**src/rtl/se_core_arbiter.sv**
```systemverilog
// Round-robin owner arbiter for a shared secure-element core port.
// One requester owns the core at a time; a flush cycle separates owners.
module se_core_arbiter #(
    parameter int N_REQ   = 2,
    parameter int DW      = 64,
    parameter int TIMEOUT = 1024
) (
    input  logic                  i_clk,
    input  logic                  i_rst,
    input  logic [N_REQ-1:0]      i_req,
    input  logic [N_REQ-1:0]      i_release,
    input  logic [N_REQ*DW-1:0]   i_control_r,
    input  logic [N_REQ*DW-1:0]   i_add_r,
    input  logic [N_REQ*DW-1:0]   i_data_in_r,
    output logic [N_REQ-1:0]      o_grant,
    output logic [DW-1:0]         o_control,
    output logic [DW-1:0]         o_add,
    output logic [DW-1:0]         o_data_in,
    input  logic [DW-1:0]         i_data_out,
    input  logic                  i_end_op,
    output logic [DW-1:0]         o_data_out_r,
    output logic [N_REQ-1:0]      o_end_op_r,
    output logic                  o_busy,
    output logic                  o_timeout
);

    localparam int LW = (N_REQ > 1) ? $clog2(N_REQ) : 1;
    localparam int CW = (TIMEOUT > 0) ? $clog2(TIMEOUT + 1) : 1;
    localparam logic [CW-1:0] CNT_LAST = (TIMEOUT > 0) ? CW'(TIMEOUT - 1) : '0;
    localparam logic [CW-1:0] CNT_MAX  = CW'(TIMEOUT);

    typedef enum logic [1:0] {
        ST_IDLE,
        ST_OWNED,
        ST_FLUSH
    } state_t;

    state_t           state_q, state_d;
    logic [N_REQ-1:0] grant_q, grant_d;
    logic [LW-1:0]    last_q, last_d;
    logic [CW-1:0]    wd_q, wd_d;
    logic [LW-1:0]    winner, cand;
    logic             req_any, owned, wd_active, wd_hit, drop;

    // Pick the first requester after the previous owner, wrapping around.
    always_comb begin
        winner  = last_q;
        cand    = last_q;
        req_any = 1'b0;
        for (int k = 1; k <= N_REQ; k++) begin
            cand = LW'((int'(last_q) + k) % N_REQ);
            if (!req_any && i_req[cand]) begin
                req_any = 1'b1;
                winner  = cand;
            end
        end
    end

    // Route the owner's command slices to the core; everyone else sees zero.
    always_comb begin
        o_control = '0;
        o_add     = '0;
        o_data_in = '0;
        for (int i = 0; i < N_REQ; i++) begin
            if (owned && last_q == LW'(i)) begin
                o_control = i_control_r[i*DW +: DW];
                o_add     = i_add_r[i*DW +: DW];
                o_data_in = i_data_in_r[i*DW +: DW];
            end
        end
    end

    assign owned        = (state_q == ST_OWNED);
    assign o_grant      = grant_q;
    assign o_busy       = (state_q != ST_IDLE);
    assign o_data_out_r = owned ? i_data_out : '0;
    assign o_end_op_r   = (owned && i_end_op) ? grant_q : '0;
    assign wd_active    = owned && (o_control != '0) && !i_end_op;
    assign wd_hit       = (TIMEOUT != 0) && wd_active && (wd_q == CNT_LAST);
    assign o_timeout    = wd_hit;
    assign drop         = i_release[last_q] || !i_req[last_q] || wd_hit;

    // Ownership FSM; a flush cycle may hand over straight to the next winner.
    always_comb begin
        state_d = state_q;
        grant_d = grant_q;
        last_d  = last_q;
        unique case (state_q)
            ST_IDLE, ST_FLUSH: begin
                if (req_any) begin
                    state_d = ST_OWNED;
                    grant_d = N_REQ'(1) << winner;
                    last_d  = winner;
                end else begin
                    state_d = ST_IDLE;
                    grant_d = '0;
                end
            end
            ST_OWNED: begin
                if (drop) begin
                    state_d = ST_FLUSH;
                    grant_d = '0;
                end
            end
            default: begin
                state_d = ST_IDLE;
                grant_d = '0;
            end
        endcase
    end

    // Watchdog counts busy cycles without completion and saturates.
    always_comb begin
        wd_d = '0;
        if (TIMEOUT != 0 && wd_active && !drop) begin
            wd_d = (wd_q == CNT_MAX) ? wd_q : wd_q + 1'b1;
        end
    end

    // State, owner pointer and watchdog registers.
    always_ff @(posedge i_clk or negedge i_rst) begin
        if (!i_rst) begin
            state_q <= ST_IDLE;
            grant_q <= '0;
            last_q  <= LW'(N_REQ - 1);
            wd_q    <= '0;
        end else begin
            state_q <= state_d;
            grant_q <= grant_d;
            last_q  <= last_d;
            wd_q    <= wd_d;
        end
    end

endmodule

```
**config.mk**
```make
export PLATFORM = sky130hd
export DESIGN_NAME = se_core_arbiter
export DESIGN_NICKNAME = d
export VERILOG_FILES = /design/src/rtl/se_core_arbiter.sv
export SDC_FILE = /design/constraint.sdc
export NUM_CORES = 1
export LEC_CHECK = 0
export ABC_CLOCK_PERIOD_IN_PS = 5300
export BUFFER_PORTS_ARGS = -buffer_cell sky130_fd_sc_hd__buf_2
export CAP_MARGIN = 25
export CORE_AREA = 2 2 276 278
export CTS_CLUSTER_SIZE = 12
export DETAILED_ROUTE_END_ITERATION = 10
export DIE_AREA = 0 0 278 280
export SYNTH_ARGS = -nofsm -noshare
export SYNTH_HDL_FRONTEND = slang
export SYNTH_SLANG_ARGS = --single-unit
```
**constraint.sdc**
```tcl
create_clock -name i_clk -period 5.3 [get_ports i_clk]
set_input_delay 0.265 -clock i_clk [delete_from_list [all_inputs] [get_ports i_clk]]
set_output_delay 0.265 -clock i_clk [all_outputs]
set_load 0.02 [all_outputs]
```
==> metrics.yaml <==
hold_slack_ns: 0.369
synth.top_cell.area_share: 0.423
cts.clk_slew.worst_paths_ns: 0.05
die_w_um: 278
ys.flop_type: "dfrtp_1"
synth_area_leaders: "mux2i_1 42%, nor2_1 17%, and2_1 9.1%, dfrtp_1 8.3%, buf_2 2.5%"
p_total_mw: 4.66
io_buffer_count: 716
ys_types: 44
cp_slowest_cell: "dfstp_4"
rr_startpoint: "last_q"
fmax_ghz: 0.264
rsz0062_at_grt: "no"
cts_max_level: 1
cp_slowest_stage_delay_ns: 1.20
drcViolationCount: 0
worstSetupPathType: "register to output pin"
post-route-util: 0.124
syn2layout_area_growth_pct: 105
drive_gt1_frac: 0.564
initial_core_util: 0.0604
nets: 1783
synth-edff-count: 0
end_kind: "output pin"
synth-seq-cells: 16
vdd_ir_drop_max_mv: 0.480
drt_iter0_drc: 329
grt_usage: 0.132
drtAntennaViolNets: 0
required_ns: 5.04
hold_viol: 0
coreArea_mm2: 0.0752
p_per_area_mw_per_mm2: 502
fin_crit_ns: 3.79
outcome: "finished, final reports clean"
hp-class: "input port to register"
gr-total-overflow: 0
cts-root-buf: "clkbuf_16"
cp_cell_sequence: "inv_1, nor4_1, nand3_1, a32oi_1, a21oi_1, buf_2"
yosysSeqAreaShare: 0.0885
gp_congestion: 1.00
yosysTopAreaCell: "mux2i_1"
synthesis.nets: 1108
rows: 101
drv_slew: 0
synth_top_cells_by_count: "203 x nor2_1, 192 x mux2i_1, 66 x and2_1"
min_from: "i_req[1]"
cp.arrival_ns: 3.53
grt_pass1_wl_mm: 68.2
maxSlewHeadroom: 0.409
via_per_inst: 3.34
wl_per_cell_um: 23.6
place_area_mm2: 0.00914
finClkSkew_ns: 0.00429
die_y_um: 280
finalSetupTns_ns: 0
avgSynthCellArea_um2: 6.97
cp_max_fo: 59
syn-instance-count: 651
grt_max_degree: 103
leakagePower_nw: 5.15
worst_pin_slew_ns: 0.886
grt_pass1_vias: 7374
cp-start-kind: "register"
insertion_delay_ns: 0.25
syn_area_mm2: 0.00454
cts_buffer_depth: 2
yosysMostFrequentCell: "nor2_1"
place_ws_ns: 1.58
clock_sinks: 16
cts_tree: "done"
first_pass_iters: 4
fin_cells: 2324
crit_start: "last_q"
via_count: 7756
dieArea_mm2: 0.0778
setup_viol: 0
async_reset_ff_frac: 1.00
drv_cap: 0
fin_ws_ns: 1.51
post-route-cell-area_mm2: 0.00929
antenna_found_initial: 65
ys_warn_count: 0
post-route-period-util: 0.715
dp.cells: 2298
finalWirelength_mm: 54.8
dp_hpwl_mm: 50.9
io_pins: 717
cts_buffers: 3
[critical path: cells and delay by family (launching register included)]
| family | cells | cell delay, ns |
|---|---|---|
| DFF | 1 | 1.20 |
| buffers and inverters | 2 | 0.53 |
| AOI/OAI and AO/OA | 2 | 0.65 |
| and+or+nand+nor | 2 | 0.88 |
[logic make-up after synthesis]
family / synth area share
compound gates: 0.0438
flops: 0.0885
simple gates: 0.350
mux: 0.426
fa+ha+maj: 0.00551
xor+xnor: 0.0154
buf+inv: 0.0706
[report_power, final]
part,total [mW],internal [mW],switching [mW]
Combinational,4.22,1.34,2.88
Sequential,0.275,0.148,0.128
Clock,0.162,0.115,0.0473
Total,4.66,1.61,3.06
[layout by cell type (no fill, tap or decap), drive strengths merged]
master / count
buf: 724
nor2: 213
mux2i: 192
and2: 66
diode: 21
nor4: 17
a21oi: 17
dfrtp: 15
nand2: 15
nor3: 6
nand3: 6
xor2: 5
inv: 5
and3: 4
clkbuf: 4
nand4: 3
xnor2: 3
o21ai: 3
and4: 3
nand2b: 3
nor4b: 2
a31oi: 2
ha: 2
or2: 1
a22oi: 1
nor2b: 1
o31ai: 1
a41oi: 1
a32oi: 1
or3: 1
o32ai: 1
a2111o: 1
mux2: 1
o221ai: 1
o311ai: 1
a221oi: 1
dlygate4sd3: 1
dfstp: 1
[cell type report]
class,count,area [µm²]
clock buffer,4,88.8
inverter,5,18.8
sequential,16,405
timing repair buffer,725,3670
multi-input combinational,575,3830
fill,8878,65900
antenna,21,52.6
tap,978,1220
[sequential cells by signal, indices dropped and copies added, names as in the netlist]
signal	cells
o_grant	2
state_q	2
last_q	1
wd_q	11
[worst paths after layout]
path | to | cells after the start | slack (ns)
worst max-delay path | o_timeout | 6 | 1.51
worst min-delay path | last_q | 3 | 0.37
worst max register to register | wd_q[3] | 6 | 1.55
min in group asynchronous | wd_q[2] | 2 | 0.46
max in group asynchronous | last_q | 2 | 4.53
worst min register to register | wd_q[10] | 2 | 0.55
[what timing repair did]
item | 4_1_cts | 5_1_grt
hold buffers | 1 | 0
endpoints found under the hold margin | 15 | 0
resized for setup | 0 | 0
setup buffers | 0 | 0
setup endpoints to repair | 0 | 0
[per-layer routing]
metal	vias up	track usage	routed length, µm
met3	130	0.0540	5860
met1	3437	0.144	20500
met2	517	0.222	25100
met5	-	0	426
met4	68	0.0604	3010
li1	3604	-	-
No activity file was read; power rests on OpenSTA's default activity.
